**src/rtl/multicycle_ctrl_pkg.sv**
```systemverilog
// Shared encodings for the multicycle ARM control FSM: state codes, ALU/cmd codes,
// datapath select constants and the bundled control-word type.
package multicycle_ctrl_pkg;

  localparam logic [3:0] S_FETCH  = 4'd0,
                         S_DECODE = 4'd1,
                         S_MEMADR = 4'd2,
                         S_MEMRD  = 4'd3,
                         S_MEMWB  = 4'd4,
                         S_MEMWR  = 4'd5,
                         S_EXECR  = 4'd6,
                         S_EXECI  = 4'd7,
                         S_ALUWB  = 4'd8,
                         S_BRANCH = 4'd9,
                         S_MCWAIT = 4'd10;

  localparam logic [1:0] ALU_ADD = 2'b00,
                         ALU_SUB = 2'b01,
                         ALU_AND = 2'b10,
                         ALU_ORR = 2'b11;

  localparam logic [3:0] CMD_AND = 4'b0000,
                         CMD_SUB = 4'b0010,
                         CMD_ADD = 4'b0100,
                         CMD_ORR = 4'b1100,
                         CMD_CMP = 4'b1010,
                         CMD_CMN = 4'b1011;

  localparam logic [1:0] OP_DP  = 2'b00,
                         OP_MEM = 2'b01,
                         OP_BR  = 2'b10;

  localparam logic [1:0] RES_ALUOUT    = 2'b00,
                         RES_DATA      = 2'b01,
                         RES_ALURESULT = 2'b10,
                         RES_MCYCLE    = 2'b11;

  localparam logic [1:0] SRCB_RM   = 2'b00,
                         SRCB_IMM  = 2'b01,
                         SRCB_FOUR = 2'b10;

  typedef struct packed {
    logic       mem_req;
    logic       ir_write;
    logic       adr_src;
    logic       alu_src_a;
    logic [1:0] alu_src_b;
    logic [1:0] res_src;
    logic [1:0] alu_ctrl;
    logic [1:0] flag_w;
    logic       pc_write;
    logic       reg_write;
    logic       mem_write;
    logic       start;
    logic       undef;
  } ctrl_t;

endpackage

```
**src/rtl/multicycle_ctrl_if.sv**
```systemverilog
// Control/datapath bundle between multicycle_ctrl (master) and the datapath (slave).
interface multicycle_ctrl_if;
  logic [31:0] Instr;
  logic        CondEx;
  logic        MemRdy;
  logic        Busy;
  logic        MemReq;
  logic        IRWrite;
  logic        AdrSrc;
  logic        ALUSrcA;
  logic [1:0]  ALUSrcB;
  logic [1:0]  ResultSrc;
  logic [1:0]  ALUControl;
  logic [1:0]  FlagW;
  logic        PCWrite;
  logic        RegWrite;
  logic        MemWrite;
  logic        Start;
  logic        Undef;
  logic [3:0]  State;

  modport master (
    input  Instr, CondEx, MemRdy, Busy,
    output MemReq, IRWrite, AdrSrc, ALUSrcA, ALUSrcB, ResultSrc, ALUControl,
           FlagW, PCWrite, RegWrite, MemWrite, Start, Undef, State
  );

  modport slave (
    output Instr, CondEx, MemRdy, Busy,
    input  MemReq, IRWrite, AdrSrc, ALUSrcA, ALUSrcB, ResultSrc, ALUControl,
           FlagW, PCWrite, RegWrite, MemWrite, Start, Undef, State
  );
endinterface

```
**src/rtl/multicycle_ctrl_alu_dec.sv**
```systemverilog
// Combinational ALU decoder: cmd/S/U -> ALUControl, raw FlagW, NoWrite, IllegalCmd.
module mc_alu_dec
  import multicycle_ctrl_pkg::*;
(
  input  logic [3:0] cmd_i,
  input  logic       s_i,
  input  logic       u_i,
  input  logic       mem_i,
  output logic [1:0] alu_ctrl_o,
  output logic [1:0] flagw_o,
  output logic       nowrite_o,
  output logic       illegal_o
);
  logic arith;

  always_comb begin
    alu_ctrl_o = ALU_ADD;
    arith      = 1'b0;
    nowrite_o  = 1'b0;
    illegal_o  = 1'b0;
    if (mem_i) begin
      alu_ctrl_o = u_i ? ALU_ADD : ALU_SUB;
    end else begin
      case (cmd_i)
        CMD_ADD: arith = 1'b1;
        CMD_SUB: begin alu_ctrl_o = ALU_SUB; arith = 1'b1; end
        CMD_AND: alu_ctrl_o = ALU_AND;
        CMD_ORR: alu_ctrl_o = ALU_ORR;
        CMD_CMP: begin alu_ctrl_o = ALU_SUB; arith = 1'b1; nowrite_o = 1'b1; end
        CMD_CMN: begin arith = 1'b1; nowrite_o = 1'b1; end
        default: illegal_o = 1'b1;
      endcase
    end
    // Logical ops only update NZ; arithmetic ops update all four flags.
    flagw_o = (s_i && !mem_i && !illegal_o) ? (arith ? 2'b11 : 2'b10) : 2'b00;
  end
endmodule

```
**src/rtl/multicycle_ctrl.sv**
```systemverilog
// Multicycle ARM main control FSM: FETCH/DECODE/EXEC/MEM/WB sequencing with CondEx-gated writes.
// Optional MCycle multiply/divide path is enabled by defining MCYCLE_EN.
module multicycle_ctrl
  import multicycle_ctrl_pkg::*;
#(
  parameter logic [3:0] RESET_STATE     = S_FETCH,
  parameter bit         DEBUG_STATE_OUT = 1'b1
) (
  input  logic              CLK,
  input  logic              RESET,
  multicycle_ctrl_if.master bus
);
  logic [3:0] state_q, state_d;
  logic       start_q, start_d;
  logic       mc_q, mc_d;
  ctrl_t      ctrl, ctrl_gated;
  logic [1:0] dec_alu, dec_flagw;
  logic       dec_nowrite, dec_illegal;
  logic       is_memadr, rd_is_pc;
  logic       unused_bits;

  assign is_memadr   = (state_q == S_MEMADR);
  assign rd_is_pc    = (bus.Instr[15:12] == 4'hF);
  assign unused_bits = ^{bus.Instr, bus.Busy};

  mc_alu_dec u_alu_dec (
    .cmd_i      (bus.Instr[24:21]),
    .s_i        (bus.Instr[20]),
    .u_i        (bus.Instr[23]),
    .mem_i      (is_memadr),
    .alu_ctrl_o (dec_alu),
    .flagw_o    (dec_flagw),
    .nowrite_o  (dec_nowrite),
    .illegal_o  (dec_illegal)
  );

  always_ff @(posedge CLK or negedge RESET) begin
    if (!RESET) begin
      state_q <= RESET_STATE;
      start_q <= 1'b0;
      mc_q    <= 1'b0;
    end else begin
      state_q <= state_d;
      start_q <= start_d;
      mc_q    <= mc_d;
    end
  end

  always_comb begin
    ctrl    = '0;
    state_d = S_FETCH;
    start_d = 1'b0;
    mc_d    = 1'b0;
    case (state_q)
      S_FETCH: begin
        ctrl.mem_req   = 1'b1;
        ctrl.alu_src_a = 1'b1;
        ctrl.alu_src_b = SRCB_FOUR;
        ctrl.res_src   = RES_ALURESULT;
        state_d        = S_FETCH;
        if (bus.MemRdy) begin
          ctrl.ir_write = 1'b1;
          ctrl.pc_write = 1'b1;
          state_d       = S_DECODE;
        end
      end
      S_DECODE: begin
        ctrl.alu_src_a = 1'b1;
        ctrl.alu_src_b = SRCB_FOUR;
        case (bus.Instr[27:26])
          OP_DP: begin
            state_d = bus.Instr[25] ? S_EXECI : S_EXECR;
`ifdef MCYCLE_EN
            if (!bus.Instr[25] && bus.Instr[7:4] == 4'b1001) begin
              state_d = S_MCWAIT;
              start_d = 1'b1;
            end
`endif
          end
          OP_MEM:  state_d = S_MEMADR;
          OP_BR:   state_d = S_BRANCH;
          default: ctrl.undef = 1'b1;
        endcase
      end
      S_EXECR, S_EXECI: begin
        ctrl.alu_src_b = (state_q == S_EXECI) ? SRCB_IMM : SRCB_RM;
        ctrl.alu_ctrl  = dec_alu;
        ctrl.flag_w    = bus.CondEx ? dec_flagw : 2'b00;
        if (dec_illegal)      ctrl.undef = 1'b1;
        else if (!dec_nowrite) state_d   = S_ALUWB;
      end
      S_ALUWB, S_MEMWB: begin
        ctrl.res_src   = (state_q == S_MEMWB) ? RES_DATA : (mc_q ? RES_MCYCLE : RES_ALUOUT);
        ctrl.pc_write  = bus.CondEx & rd_is_pc;
        ctrl.reg_write = bus.CondEx & ~rd_is_pc;
      end
      S_MEMADR: begin
        ctrl.alu_src_b = SRCB_IMM;
        ctrl.alu_ctrl  = dec_alu;
        state_d        = bus.Instr[20] ? S_MEMRD : S_MEMWR;
      end
      S_MEMRD: begin
        ctrl.mem_req = 1'b1;
        ctrl.adr_src = 1'b1;
        state_d      = bus.MemRdy ? S_MEMWB : S_MEMRD;
      end
      S_MEMWR: begin
        ctrl.mem_req   = 1'b1;
        ctrl.adr_src   = 1'b1;
        ctrl.mem_write = bus.CondEx;
        state_d        = bus.MemRdy ? S_FETCH : S_MEMWR;
      end
      S_BRANCH: begin
        ctrl.alu_src_b = SRCB_IMM;
        ctrl.res_src   = RES_ALURESULT;
        ctrl.pc_write  = bus.CondEx;
      end
`ifdef MCYCLE_EN
      S_MCWAIT: begin
        // start_q marks the first MCWAIT cycle, before Busy is meaningful.
        ctrl.start = start_q;
        state_d    = S_MCWAIT;
        if (!bus.Busy && !start_q) begin
          state_d = S_ALUWB;
          mc_d    = 1'b1;
        end
      end
`endif
      default: state_d = S_FETCH;
    endcase
  end

  // Outputs are forced low for as long as the asynchronous reset is asserted.
  assign ctrl_gated = RESET ? ctrl : '0;

  assign bus.MemReq     = ctrl_gated.mem_req;
  assign bus.IRWrite    = ctrl_gated.ir_write;
  assign bus.AdrSrc     = ctrl_gated.adr_src;
  assign bus.ALUSrcA    = ctrl_gated.alu_src_a;
  assign bus.ALUSrcB    = ctrl_gated.alu_src_b;
  assign bus.ResultSrc  = ctrl_gated.res_src;
  assign bus.ALUControl = ctrl_gated.alu_ctrl;
  assign bus.FlagW      = ctrl_gated.flag_w;
  assign bus.PCWrite    = ctrl_gated.pc_write;
  assign bus.RegWrite   = ctrl_gated.reg_write;
  assign bus.MemWrite   = ctrl_gated.mem_write;
  assign bus.Start      = ctrl_gated.start;
  assign bus.Undef      = ctrl_gated.undef;
  assign bus.State      = (RESET && DEBUG_STATE_OUT) ? state_q : '0;
endmodule

```
**src/flat_wrapper.sv**
```systemverilog
// flat-port wrapper written by rule: the top's interface ports become plain ports
module multicycle_ctrl_flat import multicycle_ctrl_pkg::*;
#(
  parameter logic [3:0] RESET_STATE     = S_FETCH,
  parameter bit         DEBUG_STATE_OUT = 1'b1
)
  (CLK, RESET, bus_Instr, bus_CondEx, bus_MemRdy, bus_Busy, bus_MemReq, bus_IRWrite, bus_AdrSrc, bus_ALUSrcA, bus_ALUSrcB, bus_ResultSrc, bus_ALUControl, bus_FlagW, bus_PCWrite, bus_RegWrite, bus_MemWrite, bus_Start, bus_Undef, bus_State);
  multicycle_ctrl_if bus_i ();
  input  logic CLK;
  input  logic RESET;
  input wire logic [$bits(bus_i.Instr)-1:0] bus_Instr;
  input wire logic [$bits(bus_i.CondEx)-1:0] bus_CondEx;
  input wire logic [$bits(bus_i.MemRdy)-1:0] bus_MemRdy;
  input wire logic [$bits(bus_i.Busy)-1:0] bus_Busy;
  output wire logic [$bits(bus_i.MemReq)-1:0] bus_MemReq;
  output wire logic [$bits(bus_i.IRWrite)-1:0] bus_IRWrite;
  output wire logic [$bits(bus_i.AdrSrc)-1:0] bus_AdrSrc;
  output wire logic [$bits(bus_i.ALUSrcA)-1:0] bus_ALUSrcA;
  output wire logic [$bits(bus_i.ALUSrcB)-1:0] bus_ALUSrcB;
  output wire logic [$bits(bus_i.ResultSrc)-1:0] bus_ResultSrc;
  output wire logic [$bits(bus_i.ALUControl)-1:0] bus_ALUControl;
  output wire logic [$bits(bus_i.FlagW)-1:0] bus_FlagW;
  output wire logic [$bits(bus_i.PCWrite)-1:0] bus_PCWrite;
  output wire logic [$bits(bus_i.RegWrite)-1:0] bus_RegWrite;
  output wire logic [$bits(bus_i.MemWrite)-1:0] bus_MemWrite;
  output wire logic [$bits(bus_i.Start)-1:0] bus_Start;
  output wire logic [$bits(bus_i.Undef)-1:0] bus_Undef;
  output wire logic [$bits(bus_i.State)-1:0] bus_State;
  assign bus_i.Instr = bus_Instr;
  assign bus_i.CondEx = bus_CondEx;
  assign bus_i.MemRdy = bus_MemRdy;
  assign bus_i.Busy = bus_Busy;
  assign bus_MemReq = bus_i.MemReq;
  assign bus_IRWrite = bus_i.IRWrite;
  assign bus_AdrSrc = bus_i.AdrSrc;
  assign bus_ALUSrcA = bus_i.ALUSrcA;
  assign bus_ALUSrcB = bus_i.ALUSrcB;
  assign bus_ResultSrc = bus_i.ResultSrc;
  assign bus_ALUControl = bus_i.ALUControl;
  assign bus_FlagW = bus_i.FlagW;
  assign bus_PCWrite = bus_i.PCWrite;
  assign bus_RegWrite = bus_i.RegWrite;
  assign bus_MemWrite = bus_i.MemWrite;
  assign bus_Start = bus_i.Start;
  assign bus_Undef = bus_i.Undef;
  assign bus_State = bus_i.State;
  multicycle_ctrl #(.RESET_STATE(RESET_STATE), .DEBUG_STATE_OUT(DEBUG_STATE_OUT)) u_core (.CLK(CLK), .RESET(RESET), .bus(bus_i));
endmodule
```
**config.mk**
```make
export PLATFORM = sky130hd
export DESIGN_NAME = multicycle_ctrl_flat
export DESIGN_NICKNAME = d
export VERILOG_FILES = /design/src/rtl/multicycle_ctrl_pkg.sv /design/src/rtl/multicycle_ctrl_if.sv /design/src/rtl/multicycle_ctrl_alu_dec.sv /design/src/rtl/multicycle_ctrl.sv /design/src/flat_wrapper.sv
export SDC_FILE = /design/constraint.sdc
export NUM_CORES = 1
export LEC_CHECK = 0
export CORE_AREA = 2 2 49 51
export CTS_BUF_LIST = sky130_fd_sc_hd__clkbuf_16
export DETAILED_ROUTE_END_ITERATION = 10
export DIE_AREA = 0 0 51 53
export PLACE_DENSITY = 0.77
export SYNTH_ARGS = -nofsm -noshare
export SYNTH_HDL_FRONTEND = slang
export SYNTH_SLANG_ARGS = --single-unit
```
**constraint.sdc**
```tcl
create_clock -name CLK -period 1.9 [get_ports CLK]
set_input_delay 0.285 -clock CLK [delete_from_list [all_inputs] [get_ports CLK]]
set_output_delay 0.285 -clock CLK [all_outputs]
set_load 0.03 [all_outputs]
```
---- Word-level counts from Yosys, hierarchy flattened ----
Cells that the tools add are included.
storage, ports and cells
  bits in registers ....................... 4
  output and inout bits ................... 21
  word-level logic and storage cells ...... 81
operators by class
  equal/unequal tests ..................... 17
  muxes and demuxes ....................... 40
  bitwise gates (word level) .............. 3
  reductions and logical operators ........ 20
operator list
  kind                  number
  $eq A4 B4 Y1 const B  6
  $pmux W4 S6           1
  $mux W1               21
  $eq A4 B3 Y1 const B  5
  $mux W17              1
  $reduce_or A2 Y1      8
  $eq A4 B2 Y1 const B  3
  $mux W4               3
  $pmux W2 S3           2
  $pmux W4 S3           1
  $mux W2               5
  $mux W3               3
  $reduce_or A3 Y1      3
  $logic_not A4 Y1      2
  $reduce_or A6 Y1      1
  $eq A4 B1 Y1 const B  1
  $pmux W2 S2           1
  $reduce_or A4 Y1      1
  $pmux W1 S3           1
  $and A1 B1 Y1         2
  $eq A2 B1 Y1 const B  1
  $eq A2 B2 Y1 const B  1
  $logic_and A1 B1 Y1   2
  $logic_not A1 Y1      2
  other kinds (3)       3

---- Logic depth before layout (Yosys ltp) ----
Gate-level depths: netlist of the first run.
  word-level depth ........................ 10
  depth in mapped cells ................... 5

---- Modules after synthesis ----
Synthesis of the first run repeated with hierarchy kept, for this count alone.
unflattened totals
  cell total of the unflattened synthesis .. 102
  area, all modules ....................... 726.9 µm²
modules (own cells, without submodules)
  module           times used  cells an instance  area an instance (µm²)
  multicycle_ctrl  1           80                 593.1
  mc_alu_dec       1           22                 133.9

---- Least setup slack after synthesis of the first run ----
No wires, ideal clock.
  kind .................................... flip-flop to output port
  from .................................... register u_core.state_q[0]
  to ...................................... output port bus_PCWrite
  data arrival time ....................... 2.051 ns
  required time ........................... 1.615 ns
  slack ................................... -0.436 ns
  cell stages (with the launch flop) ...... 6
  path buffers ............................ 1
  cell sequence ........................... dfrtp_1 -> buf_2 -> inv_1 -> a31oi_1 -> o32a_1 -> a2111oi_1
on the way
  cells in the longest elaborated chain, start to end .. 4
  elaborated cells on any way between the ends .. 7
  those cells by class .................... eq/ne (3); mux (2); reduce/logical (2)
RTL lines
  element                                       line                    source
  start: declaration                            multicycle_ctrl.sv:13   logic [3:0] state_q, state_d;
  start signal: assignment                      multicycle_ctrl.sv:43   state_q <= state_d;
  $eq A4 B4 Y1 or $eq A4 B3 Y1 (tied branches)  multicycle_ctrl.sv:54   case (state_q)
  $reduce_or A2 Y1                              multicycle_ctrl.sv:54
  $pmux W1 S3 (*)                               multicycle_ctrl.sv:54
  $mux W17 (*)                                  multicycle_ctrl.sv:134  assign ctrl_gated = RESET ? ctrl : '0;
  end: declaration                              flat_wrapper.sv:23      output wire logic [$bits(bus_i.PCWrite)-1:0] bus_PCWrite;
Mark *: on every way between the ends. The rest lies on a longest branch, timed or not.

---- Final worst setup path of the first run ----
  from .................................... register u_core.state_q[3]
  to ...................................... output port bus_ALUControl[0]
on the way
  cells in the longest elaborated chain, start to end .. 4
  elaborated cells on any way between the ends .. 7
  those cells by class .................... eq/ne (3); mux (3); reduce/logical (1)
RTL lines
  element                                                line                                          source
  $eq A4 B2 Y1 or $eq A4 B3 Y1 (tied branches)           multicycle_ctrl.sv:22, multicycle_ctrl.sv:54
  $reduce_or A3 Y1 (no line) or $mux W2 (tied branches)  -
  $mux W2 (*)                                            multicycle_ctrl.sv:54
  $mux W17 (*)                                           multicycle_ctrl.sv:134
  end: declaration                                       flat_wrapper.sv:21                            output wire logic [$bits(bus_i.ALUControl)-1:0] bus_ALUControl;
Marked as above.

==> results of run 1 <==
power groups by stage:
stage	sequential, mW	clock, mW	combinational (mW)
4_1_cts	0.147	0.321	1.04
2_1_floorplan	0.135	0	0.652
3_3_place_gp	0.142	0	0.933
6_report	0.147	0.319	1.06
5_1_grt	0.153	0.332	1.14
3_5_place_dp	0.144	0	0.949
synthesized netlist by cell type, drive strengths merged (3+ instances only):
cell type	instances	area, um^2
nor3	6	30.0
buf	6	40.0
o21ai	7	35.0
nand2	8	30.0
a31oi	3	18.8
a21oi	4	20.0
nor2	9	33.8
and2	5	31.3
inv	6	22.5
and3	6	37.5
nor2b	4	25.0
dfrtp	4	100
nor4	3	18.8
through the flow:
| stage | setup TNS, ns | std cells |
|---|---|---|
| 2_1_floorplan | -0.0275 | 96 |
| 3_3_place_gp | -0.136 | 165 |
| 3_5_place_dp | -0.222 | 165 |
| 4_1_cts | -0.284 | 171 |
| 5_1_grt | -0.598 | 171 |
| 6_report | -0.190 | 171 |
how the worst min path moves through the flow:
stage / to / slack (ns) / depth (start not counted)
finish: u_core.state_q[2] / 0.21 / 2
global route: u_core.state_q[1] / 0.23 / 2
CTS: u_core.state_q[2] / 0.58 / 2
detailed placement: u_core.state_q[0] / 0.62 / 1
global placement: u_core.state_q[0] / 0.60 / 1
floorplan: u_core.state_q[0] / -0.01 / 0
worst max-delay path, cell delays in order, from the launching register on:
cell,delay [ns]
dfrtp_2,0.43
or4b_4,0.53
a31oi_1,0.18
o22a_1,0.13
nor2_1,0.04
buf_4,0.17
layout make-up:
class	instances	area [um^2]
multi-input combinational	78	519
fill	197	958
sequential	4	101
inverter	6	22.5
timing repair buffer	52	437
tap	28	35.0
clock buffer	3	75.1
routing by layer:
layer  track usage (%)  up-vias  wire length [um]
met1              16.5      401               864
met5                 0        -                 0
met2              34.6       31              1220
li1                  -      436                 -
met3              1.98        0               129
met4             0.450        0                 0
what timing repair did:
action | in CTS | in global routing
setup endpoints to repair | 5 | 9
gates resized for setup | 8 | 5
pin swaps | 4 | 1
setup buffers | 3 | 0
logic make-up (layout without fill, tap and decap cells):
kind of cell / count (synthesis) / count (layout) / share of synthesized area, %
xor gates and xnor gates: 3 / 3 / 4.14
buffers and inverters: 14 / 61 / 11.0
other: 1 / 1 / 0.591
and+or+nand+nor: 50 / 50 / 42.8
muxes: 1 / 1 / 1.58
DFF: 4 / 4 / 15.8
AOI/OAI and AO/OA: 23 / 23 / 24.1
==> flow_summary_export.csv, run 1 <==
group,metric,value,unit
outcome,status,"complete, but fails checks",
outcome,violations,"negative setup slack",
final_layout,drive_gt1_share,37.8,%
placement,placed_cell_area,1060,um^2
final_layout,largest_reg_flops,4,
clock_network,insertion_delay,0.22,ns
clock_network,numCtsBuffers,3,
clock_network,cts_sinks,4,
floorplan,die_h,53,um
drt,dr_total_vias,868,
sta,worst_slack,-0.0980,ns
drt,routedWlPerCell,13.0,um
sta,period_share,105,%
global_routing,grt_util_all_layers,15.9,%
clock_network,cts_tree,"yes",
critical_path,reg2reg_from,"u_core.state_q[3]",
power,total_power,1.53,mW
drt,dr.first_iter.drc_count,20,
logic_synthesis,yosysWarnings,0,
clock_network,clockRootBuffer,"clkbuf_16",
placement,place.gp.congestion,0.873,
sta,fin_crit,2.00,ns
flow_run,maxCapViolCount,0,
logic_synthesis,synthesis.area,634,um^2
final_layout,regMostFlops,"u_core.state_q",
sta,setup-violations-final,5,
power,powerDensity,1280,nW/um^2
floorplan,ios,58,
power,pwr-share-comb,69.5,%
floorplan,fp.coreArea,2150,um^2
logic_synthesis,ys_ff_latch,4,
logic_synthesis,ys.flop_type,"dfrtp_1",
drt,wl,2220,um
clock_network,htreeDepth,1,
min_path,hold_class,"in -> async",
power,power_frac_clock,20.9,%
critical_path,reg2reg_slack,0.42,ns
floorplan,row_count,17,
critical_path,crit_fanout,6,
power,switching_share,45.2,%
clock_network,cts_max_path_buffers,2,
final_layout,fin_nets,182,
drt,drc,0,
final_layout,stdcell_area,1190,um^2
logic_synthesis,syn_avg_cell_area,6.61,um^2
final_layout,area_growth,87.6,%
drt,antenna_left,0,
power,p_leak,0.549,nW
critical_path,endpoint,"bus_ALUControl[0]",
global_routing,antenna_found_initial,0,
sta,fin_skew,0.00110,ns
global_routing,grt_start_max_net_pins,16,
logic_synthesis,mappedNetlistNets,133,
placement,portBuffers,35,
critical_path,required,1.62,ns
logic_synthesis,ys_seq_area_share,15.8,%
power,power.switching,690,uW
floorplan,die_area,2700,um^2
global_routing,grt_pass1_wl,3420,um
sta,hold_violations,0,
clock_network,ctsHoldBuffers,0,
power,ir_drop,0.000657,V
sta,whs,0.207,ns
logic_synthesis,synth_edf_count,0,
final_layout,reg_top3,"u_core.state_q x4",
critical_path,arrival,1.71,ns
drt,first_pass_iters,4,
floorplan,initial_core_util,29.5,%
drt,routed_via_density,5.08,
critical_path,critPathLaunch,"u_core.state_q[3]",
logic_synthesis,synth.distinct_cells,35,
final_layout,mostFrequentLayoutCell,"buf_4",
placement,dp_worst_setup_slack,-0.188,ns
critical_path,critPathKind,"reg -> out",
sta,maxSlewViolCount,0,
global_routing,grt-ovfl-total,0,
final_layout,final_cell_mix,"buf_4 (35), clkdlybuf4s50_1 (13), nand2_1 (8), nor2_1 (8), o21ai_0 (7)",
logic_synthesis,postSynthCellCount,96,
final_layout,antenna_cells,0,
clock_network,clk_pin_slew,0.03,ns
power,p_int,837,uW
final_layout,final_core_util,55.4,%
sta,maxClockFrequency,501,MHz
power,seqPwrFrac,9.6,%
critical_path,cp-end-kind,"output pin",
logic_synthesis,async_flop_share,100,%
critical_path,timing.rr.end,"u_core.state_q[2]",
placement,hpwl,1710,um
critical_path,start_kind,"flop",
sta,rsz0062_at_grt,"yes",
critical_path,reg2regPathDepth,5,
global_routing,grt_pass1_vias,846,
floorplan,die_x,51,um
(Power assumes the default switching activity.)
==> run 2: changes to the inputs <==
--- a/config.mk
+++ b/config.mk
@@ -5,11 +5,12 @@
 export SDC_FILE = /design/constraint.sdc
 export NUM_CORES = 1
 export LEC_CHECK = 0
+export ABC_AREA = 1
 export CORE_AREA = 2 2 49 51
 export CTS_BUF_LIST = sky130_fd_sc_hd__clkbuf_16
 export DETAILED_ROUTE_END_ITERATION = 10
 export DIE_AREA = 0 0 51 53
-export PLACE_DENSITY = 0.77
+export PLACE_DENSITY = 0.75
 export SYNTH_ARGS = -nofsm -noshare
 export SYNTH_HDL_FRONTEND = slang
 export SYNTH_SLANG_ARGS = --single-unit
==> flow_summary_export.csv, run 2 <==
group,metric,value,unit
final_layout,area_growth,72.7,%
final_layout,num-fill-cells,227,
final_layout,regMostFlops,"u_core.state_q",
logic_synthesis,synth_xor_area_share,0,%
sta,maxClockFrequency,562,MHz
final_layout,fin_nets,192,
final_layout,stdcell_area,1030,um^2
critical_path,cp-end-kind,"output pin",
sta,setup_tns,0,ns
sta,rsz0062_at_grt,"no",
min_path,hold_class,"in -> async",
drt,dr.first_iter.drc_count,17,
critical_path,path_cells,"nor2_2 > inv_1 > nor2_1 > nand2_2 > nand3_1 > nand2_1 > inv_1 > buf_4",
critical_path,reg2regPathDepth,6,
final_layout,mostFrequentLayoutCell,"nand2_1",
floorplan,die_x,51,um
clock_network,ctsHoldBuffers,0,
clock_network,numCtsBuffers,3,
logic_synthesis,yosysMostFrequentCell,"nand2_1",
critical_path,reg2reg_from,"u_core.state_q[0]",
logic_synthesis,mappedNetlistNets,152,
critical_path,start_kind,"flop",
final_layout,reg_top3,"u_core.state_q x4",
logic_synthesis,yosys.area.top_type,"nand2_1",
logic_synthesis,postSynthCellCount,115,
clock_network,clockRootBuffer,"clkbuf_16",
global_routing,grt_util_all_layers,14.7,%
critical_path,required,1.62,ns
global_routing,grt_pass1_vias,750,
drt,first_pass_iters,4,
logic_synthesis,yosysWarnings,0,
logic_synthesis,syn_avg_cell_area,5.18,um^2
floorplan,die_h,53,um
power,powerDensity,1120,nW/um^2
logic_synthesis,synth_compound_area_share,12.0,%
sta,maxSlewViolCount,0,
drt,routedWlPerCell,9.98,um
power,ir_drop,0.000487,V
logic_synthesis,synth_fa_ha_area_share,0,%
global_routing,antenna_found_initial,0,
critical_path,crit_top_cell,"inv_1",
critical_path,cp_num_buf_inv,3,
clock_network,cts_sinks,4,
sta,fin_crit,1.78,ns
logic_synthesis,synthSimpleGateAreaFrac,51.5,%
drt,antenna_left,0,
placement,placed_cell_area,930,um^2
logic_synthesis,synth_mux_area_share,0,%
critical_path,reg2reg_slack,0.72,ns
clock_network,insertion_delay,0.23,ns
final_layout,final_core_util,47.9,%
critical_path,critPathKind,"reg -> out",
logic_synthesis,ys_seq_area_share,16.8,%
final_layout,drive_gt1_share,27.5,%
clock_network,htreeDepth,1,
logic_synthesis,synthTopCellsByCount,"nand2_1 (35), inv_1 (18), nor2_1 (17)",
sta,hold_violations,0,
floorplan,fp.coreArea,2150,um^2
global_routing,grt_start_max_net_pins,9,
clock_network,clk_pin_slew,0.03,ns
outcome,status,"finished clean",
logic_synthesis,synthesis.area,596,um^2
logic_synthesis,ys.flop_type,"dfrtp_1",
critical_path,timing.rr.end,"u_core.state_q[0]",
logic_synthesis,synth_top_family_by_area,"simple AND/OR/NAND/NOR gates",
final_layout,final_cell_mix,"nand2_1 (34), buf_4 (24), inv_1 (17), nor2_1 (16), clkdlybuf4s50_1 (13)",
logic_synthesis,ys_ff_latch,4,
global_routing,grt_pass1_wl,2970,um
drt,dr_total_vias,824,
power,p_leak,0.596,nW
logic_synthesis,async_flop_share,100,%
placement,dp_worst_setup_slack,-0.0299,ns
placement,hpwl,1460,um
placement,portBuffers,35,
clock_network,cts_tree,"yes",
critical_path,cpPeakStageDelay,0.47,ns
flow_run,maxCapViolCount,0,
drt,routed_via_density,4.55,
sta,setup-violations-final,0,
logic_synthesis,synth_top_cells_by_area,"nand2_1 (22%), dfrtp_1 (17%), inv_1 (11%)",
logic_synthesis,synth.distinct_cells,21,
floorplan,initial_core_util,27.7,%
clock_network,cts_max_path_buffers,2,
critical_path,critPathTopFamily,"simple AND/OR/NAND/NOR gates",
floorplan,ios,58,
final_layout,stdcell_count,181,
logic_synthesis,synth.top_cell.area_share,22.1,%
global_routing,grt-ovfl-total,0,
drt,wl,1810,um
critical_path,crit_fanout,8,
critical_path,worst-path-stages,8,
drt,drc,0,
placement,dp_cells,178,
sta,fin_skew,0.00270,ns
floorplan,row_count,17,
floorplan,die_area,2700,um^2
critical_path,arrival,1.49,ns
final_layout,antenna_cells,0,
logic_synthesis,synth_edf_count,0,
placement,place.gp.congestion,0.843,
final_layout,largest_reg_flops,4,
critical_path,slowest_stage,"dfrtp_2",
sta,period_share,93.7,%
sta,worst_slack,0.120,ns
[run 2: cell types whose count changed in the layout (fill, tap and decap cells not counted), moves of 6 or more]
| cell | previous run | this run |
|---|---|---|
| nand2_1 | 8 | 34 |
| and3_1 | 6 | 0 |
| buf_4 | 35 | 24 |
| nor2_1 | 8 | 16 |
| nand3_1 | 2 | 11 |
| inv_1 | 4 | 17 |
[run 2: layout make-up]
type	count	area, um^2	share of cell area [%]
clock buffer	3	75.1	7.30
tap	28	35.0	3.41
sequential	4	101	9.85
multi-input combinational	85	399	38.8
inverter	22	82.6	8.03
timing repair buffer	39	335	32.6
[run 2: routing by layer]
| metal | GRT usage, % | wire length (um) |
|---|---|---|
| met1 | 15.4 | 737 |
| met2 | 27.5 | 932 |
| met3 | 2.54 | 107 |
| met4 | 8.11 | 28 |
| met5 | 0 | 0 |
[run 2: worst max path at each step]
stage                 startpoint              to  slack (ns)
3_3_place_gp       bus_Instr[23]       bus_Undef        0.02
5_1_grt        u_core.state_q[1]     bus_PCWrite       0.005
3_5_place_dp       bus_Instr[23]       bus_Undef       -0.03
6_report       u_core.state_q[1]     bus_PCWrite        0.12
2_1_floorplan              RESET  bus_ALUSrcB[1]        0.01
4_1_cts        u_core.state_q[1]     bus_PCWrite        0.05
[run 2: kinds of logic (layout without fill, tap and decap cells)]
group / Yosys count / after routing
buf+inv: 26 / 64
compound gates: 13 / 13
flops: 4 / 4
other cells: 1 / 1
simple gates: 71 / 71
[run 2: report_power, final]
part	switching, mW	internal (mW)
logic	0.416	0.235
clock network	0.0625	0.269
registers	0.0550	0.116
[run 2: metrics by stage]
step / power [mW] / hold WS [ns]
2_1_floorplan: 0.612 / -0.0106
3_3_place_gp: 0.792 / 0.696
3_5_place_dp: 0.801 / 0.708
4_1_cts: 1.14 / 0.469
5_1_grt: 1.24 / 0.517
6_report: 1.15 / 0.477
[run 2: repair_timing]
item / in CTS / in global routing
pin swaps: 0 / 0
setup buffers: 0 / 0
gates resized for setup: 1 / 9
setup endpoints to repair: 1 / 6
